**config.mk**
```make
export PLATFORM = sky130hd
export DESIGN_NAME = pool_window_ctrl
export DESIGN_NICKNAME = d
export VERILOG_FILES = /design/src/rtl/pool_pkg.sv /design/src/rtl/pool_pos_counter.sv /design/src/rtl/pool_window_ctrl.sv
export SDC_FILE = /design/constraint.sdc
export NUM_CORES = 1
export LEC_CHECK = 0
export ABC_AREA = 1
export BUFFER_PORTS_ARGS = -buffer_cell sky130_fd_sc_hd__buf_2
export CAP_MARGIN = 20
export CORE_UTILIZATION = 48
export DETAILED_ROUTE_END_ITERATION = 12
export GPL_ROUTABILITY_DRIVEN = 0
export GPL_TIMING_DRIVEN = 1
export PLACE_DENSITY = 0.74
export SLEW_MARGIN = 10
export SYNTH_ARGS = -nofsm -noshare
export SYNTH_HDL_FRONTEND = slang
export SYNTH_SLANG_ARGS = --single-unit
```
**constraint.sdc**
```tcl
create_clock -name clk -period 1.4 [get_ports clk]
set_input_delay 0.28 -clock clk [delete_from_list [all_inputs] [get_ports clk]]
set_output_delay 0.28 -clock clk [all_outputs]
set_load 0.05 [all_outputs]
```
**src/rtl/pool_pkg.sv**
```systemverilog
// Shared types and elaboration-time helpers for the max-pooling window sequencer.
package pool_pkg;

  typedef enum logic [2:0] {
    ST_IDLE,
    ST_CLEAR,
    ST_STREAM,
    ST_DRAIN,
    ST_DONE
  } pool_state_t;

  function automatic int out_dim(input int row, input int k, input int stride);
    return (row - k) / stride + 1;
  endfunction

  function automatic bit params_legal(input int row, input int k, input int stride);
    return (k >= 1) && (k <= row) && (stride >= 1);
  endfunction

endpackage

```
**src/rtl/pool_pos_counter.sv**
```systemverilog
// Raster position tracker: row/col counters, stride phase counters, output-grid
// coordinates and the is_sample / is_last flags for the pixel currently offered.
module pool_pos_counter
  import pool_pkg::*;
#(
  parameter int ROW_SIZE   = 5,
  parameter int KERNEL_DIM = 3,
  parameter int STRIDE     = 1,
  parameter int CW         = 3
) (
  input  logic          clk,
  input  logic          rst,
  input  logic          clear,
  input  logic          advance,
  output logic [CW-1:0] out_row,
  output logic [CW-1:0] out_col,
  output logic          is_sample,
  output logic          is_last
);

  localparam int KM1  = KERNEL_DIM - 1;
  localparam int LAST = ROW_SIZE - 1;

  logic [CW-1:0] row, col, row_ph, col_ph, orow, ocol;
  logic          row_in_win, col_in_win, row_ph_top, col_ph_top, col_wrap;

  assign row_in_win = int'(row) >= KM1;
  assign col_in_win = int'(col) >= KM1;
  assign row_ph_top = int'(row_ph) == STRIDE - 1;
  assign col_ph_top = int'(col_ph) == STRIDE - 1;
  assign col_wrap   = int'(col) == LAST;

  // Phases only start counting once the window is fully inside the frame, so
  // phase==0 there means (pos - KERNEL_DIM + 1) % STRIDE == 0.
  always_ff @(posedge clk) begin
    // NOTE: synchronous reset lives inside the clocked block; only registers
    // whose reset value is observable are listed, and all of them are here.
    if (rst || clear) begin
      row    <= '0;
      col    <= '0;
      row_ph <= '0;
      col_ph <= '0;
      orow   <= '0;
      ocol   <= '0;
    end else if (advance) begin
      if (col_wrap) begin
        col    <= '0;
        col_ph <= '0;
        ocol   <= '0;
        row    <= row + CW'(1);
        if (row_in_win) begin
          if (row_ph_top) begin
            row_ph <= '0;
            orow   <= orow + CW'(1);
          end else begin
            row_ph <= row_ph + CW'(1);
          end
        end
      end else begin
        col <= col + CW'(1);
        if (col_in_win) begin
          if (col_ph_top) begin
            col_ph <= '0;
            ocol   <= ocol + CW'(1);
          end else begin
            col_ph <= col_ph + CW'(1);
          end
        end
      end
    end
  end

  assign out_row   = orow;
  assign out_col   = ocol;
  assign is_sample = row_in_win && col_in_win && (row_ph == '0) && (col_ph == '0);
  assign is_last   = (int'(row) == LAST) && col_wrap;

endmodule

```
**src/rtl/pool_window_ctrl.sv**
```systemverilog
// Frame sequencer for the max-pooling sliding window: handshakes the pixel
// stream, strobes the window, and holds each legal pooling position until consumed.
module pool_window_ctrl
  import pool_pkg::*;
#(
  parameter int DATA_WIDTH = 8,
  parameter int KERNEL_DIM = 3,
  parameter int ROW_SIZE   = 5,
  parameter int STRIDE     = 1,
  localparam int OUT_DIM   = out_dim(ROW_SIZE, KERNEL_DIM, STRIDE),
  localparam int CW        = (ROW_SIZE > 1) ? $clog2(ROW_SIZE) : 1
) (
  input  logic                  clk,
  input  logic                  rst,
  input  logic                  start,
  output logic                  busy,
  output logic                  done,
  input  logic                  in_valid,
  output logic                  in_ready,
  input  logic [DATA_WIDTH-1:0] in_pixel,
  output logic                  win_clear,
  output logic                  win_shift,
  output logic [DATA_WIDTH-1:0] win_pixel,
  output logic                  sample_valid,
  input  logic                  sample_ready,
  output logic [CW-1:0]         out_row,
  output logic [CW-1:0]         out_col
);

  if (!params_legal(ROW_SIZE, KERNEL_DIM, STRIDE) || OUT_DIM < 1) begin : g_param_check
    $error("pool_window_ctrl: illegal ROW_SIZE/KERNEL_DIM/STRIDE combination");
  end

  pool_state_t   state, state_nxt;
  logic          stream, accept, is_sample, is_last;
  logic [CW-1:0] pos_row, pos_col;

  pool_pos_counter #(
    .ROW_SIZE  (ROW_SIZE),
    .KERNEL_DIM(KERNEL_DIM),
    .STRIDE    (STRIDE),
    .CW        (CW)
  ) u_pos (
    .clk      (clk),
    .rst      (rst),
    .clear    (win_clear),
    .advance  (accept),
    .out_row  (pos_row),
    .out_col  (pos_col),
    .is_sample(is_sample),
    .is_last  (is_last)
  );

  // A held sample blocks input so the window cannot move under an unconsumed result.
  assign stream    = (state == ST_STREAM);
  assign in_ready  = stream && (!sample_valid || sample_ready);
  assign accept    = in_valid && in_ready;
  assign win_shift = accept;
  assign win_pixel = in_pixel;

  always_ff @(posedge clk) begin
    if (rst) state <= ST_IDLE;
    else     state <= state_nxt;
  end

  always_comb begin
    // NOTE: every output of this block gets a default first, so no path can
    // leave one unassigned and infer a latch.
    state_nxt = state;
    busy      = 1'b1;
    done      = 1'b0;
    win_clear = 1'b0;
    unique case (state)
      ST_IDLE: begin
        busy = 1'b0;
        if (start) state_nxt = ST_CLEAR;
      end
      ST_CLEAR: begin
        win_clear = 1'b1;
        state_nxt = ST_STREAM;
      end
      ST_STREAM: if (accept && is_last) state_nxt = ST_DRAIN;
      ST_DRAIN:  if (!sample_valid || sample_ready) state_nxt = ST_DONE;
      ST_DONE: begin
        done      = 1'b1;
        state_nxt = ST_IDLE;
      end
      default: state_nxt = ST_IDLE;
    endcase
  end

  // NOTE: sequential state uses non-blocking assignments so every register
  // samples the pre-edge values of the others.
  always_ff @(posedge clk) begin
    if (rst) begin
      sample_valid <= 1'b0;
      out_row      <= '0;
      out_col      <= '0;
    end else if (accept && is_sample) begin
      sample_valid <= 1'b1;
      out_row      <= pos_row;
      out_col      <= pos_col;
    end else if (sample_ready) begin
      sample_valid <= 1'b0;
    end
  end

endmodule

```
==> reports/results.tsv <==
metric	value	unit
rr_endpoint	u_pos.out_row[0]$_SDFFE_PP0P_	
cts_tree	yes	
rows	20	
slowest_delay	0.38	ns
crit_type	flip-flop to output port	
internal_power	0.001468	W
pwr-share-seq	0.388	
fp.dieW	58.60	um
synth_warnings	0	
area_delta_synth_final	53.86	%
ys_ff_latch	28	
clock_path_buffers	2	
wl_per_cell	14.67	um
finalMaxSlewViolations	0	
p_leak	1.032	nW
fin_ws	-0.1168	ns
synth_common_cells	nand2_1, nor2_1, inv_1	
wl	4504	um
synth_top_area_frac	0.3645	
die_area	3434	um2
post-route-drc-count	0	
synth.most_common_cell	nand2_1	
critPathTopFamily	flip-flops	
numCtsBuffers	3	
ys_types	26	
reg2reg_slack	-0.04	ns
cts_htree_levels	1	
grt_usage	0.2105	
sw_frac_of_total	0.3394	
nets	287	
rsz0062_at_grt	yes	
cp-endpoint	win_shift	
cp.arrival	1.24	ns
clkSinkCount	28	
crit_required	1.12	ns
grt_overflow	0	
ios	33	
whs_path_depth	2	
synth_fp_nets	242	
final_layout_size_suffix_gt1_frac	0.5285	
power.switching	0.0007542	W
clkTransAtPathRegs	0.15	ns
comb_power_share	0.366	
syn-cell-area	1538	um2
max_slew_margin	0.7808	
power	0.002222	W
clk_latency	0.34	ns
post-route-period-util	1.083	
initial_core_util	0.5037	
cp.buffers_inverters	1	
power.density	939.2	nW/um2
hp-class	input pin to flip-flop	
cap_viol_max_count	0	
routed_via_density	5.195	
postCtsHoldBufs	0	
setup-violations-final	18	
r2r-start	state[0]$_SDFFE_PP0P_	
syn_area_per_cell	7.022	um2
n_antenna_cell	0	
startpoint_type	flip-flop	
cts_root_buf	clkbuf_4	
status	finished, violations left	
ant_nets	0	
worstPathCellList	nor2_4 -> nand3_4 -> nor2_8 -> buf_8	
slowest_stage	dfxtp_4	
port-buffer-count	16	
hold_violations	0	
critPathLaunch	state[0]$_SDFFE_PP0P_	
utilization	0.7750	
finClkSkew	0.008945	ns
violations	setup timing	
synthCells	219	
synth_ff_type	dfxtp_1	
crit_fanout	3	
antenna_found_initial	0	
period_needed	1.517	ns
fp.dieH	58.60	um
rr_worst_depth	9	
first_global_vias	1319	
core_area	3053	um2
clockPowerShare	0.246	
first_iter_violations	91	
synth_edf_count	0	
yosysTopAreaCell	dfxtp_1	
path_depth	4	
crit_path_end_kind	output port	
dr.pass1.iters	4	
synth_area_leaders	dfxtp_1, nand2_1, nor2_1	
vdd_drop_max	757.5	uV
grt_pass1_wl	5457	um
grt_max_degree	17	
tightest_slew	0.3284	ns
fmax	659.3	MHz
seq_area_frac_synth	0.3645	
num_vias	1595	
async_reset_ff_frac	0	
dpl.hpwl	2124	um
[layout by cell type (no fill, tap or decap), types with 3 or more instances in the layout]
cell      instances
a21oi_1           6
a21oi_2           7
buf_2            11
buf_4            28
buf_6             5
buf_8             3
clkbuf_4          3
dfxtp_1          19
dfxtp_2           6
dfxtp_4           3
ha_1              8
inv_1            21
inv_2             8
nand2_1          29
nand2_2          13
nand2_8           4
nand3_1           5
nand3_2           6
nand3_4           4
nand4_1           5
nor2_1           25
nor2_2            5
nor2_4            6
o21ai_2           8
[routing by layer]
metal,wire [um],GRT usage
met1,1822,0.2408
met2,2359,0.3842
met3,188,0.02857
met4,133,0.1020
met5,0,0
[through the flow]
stage / worst slack [ns] / hold slack (ns) / cell area [um2] / setup TNS (ns) / cells
floorplan: 0.06504 / 0.3417 / 1551 / 0 / 219
global placement: 0.03324 / 0.4591 / 1735 / 0 / 284
detailed placement: -0.01500 / 0.4667 / 1735 / -0.03439 / 284
CTS: -0.1378 / 0.1161 / 1991 / -0.8246 / 296
global route: -0.1778 / 0.1055 / 2366 / -2.518 / 307
finish: -0.1168 / 0.1245 / 2366 / -0.5493 / 307
[kinds of logic (layout without fill, tap and decap cells)]
kind of cell             Yosys count  after routing  synth area share
flip-flops                        28             28            0.3645
XOR/XNOR                           3              3           0.01709
AND/OR/NAND/NOR                  111            111            0.3279
buffers and inverters             44             88            0.1326
adder cells (fa/ha/maj)           10             10           0.08137
AO/OA/AOI/OAI                     23             23           0.07648
[power by group through the flow]
stage | Combinational (W) | Clock [W] | Sequential, W
2_1_floorplan | 0.000396 | 0 | 0.000862
3_3_place_gp | 0.000481 | 0 | 0.000865
3_5_place_dp | 0.000485 | 0 | 0.000866
4_1_cts | 0.000625 | 0.000543 | 0.000860
5_1_grt | 0.000866 | 0.000582 | 0.000864
6_report | 0.000813 | 0.000548 | 0.000861
[state kept, by name, summed over array words and instances (netlist names)]
signal         flops
out_col            3
out_row            3
sample_valid       1
state              3
u_pos.col          3
u_pos.col_ph       3
u_pos.out_col      3
u_pos.out_row      3
u_pos.row          3
u_pos.row_ph       3
[worst reg2reg max path, stage by stage (launching register included)]
cell     delay [ns]
dfxtp_4        0.38
nor2_4         0.15
nand3_4        0.11
nor2_8         0.11
buf_6          0.13
buf_12         0.17
nand3_4        0.10
nand2_2        0.07
nand2_1        0.05
nor2_1         0.12
[worst min-delay path by stage]
stage | startpoint | end | slack, ns
global placement | out_col[0]$_SDFFE_PP0P_ | out_col[0]$_SDFFE_PP0P_ | 0.46
global route | rst | sample_valid$_SDFFE_PP0P_ | 0.11
floorplan | rst | sample_valid$_SDFFE_PP0P_ | 0.34
finish | rst | sample_valid$_SDFFE_PP0P_ | 0.12
CTS | rst | state[1]$_SDFFE_PP0P_ | 0.12
detailed placement | out_col[2]$_SDFFE_PP0P_ | out_col[2]$_SDFFE_PP0P_ | 0.47
[final cells by class]
class                      instances  area (um2)
clock buffer                       3       22.52
sequential                        28       579.3
fill                             199       686.9
inverter                          34       148.9
clock inverter                     1       30.03
tap                               44       55.05
multi-input combinational        147        1096
timing repair buffer              50       434.2
[what timing repair did]
action,4_1_cts,5_1_grt
gates cloned,1,0
pin swaps,6,31
gates resized for setup,47,84
endpoints found under the setup margin,16,33
buffers inserted,7,11
No activity file was read; power rests on OpenSTA's default activity.
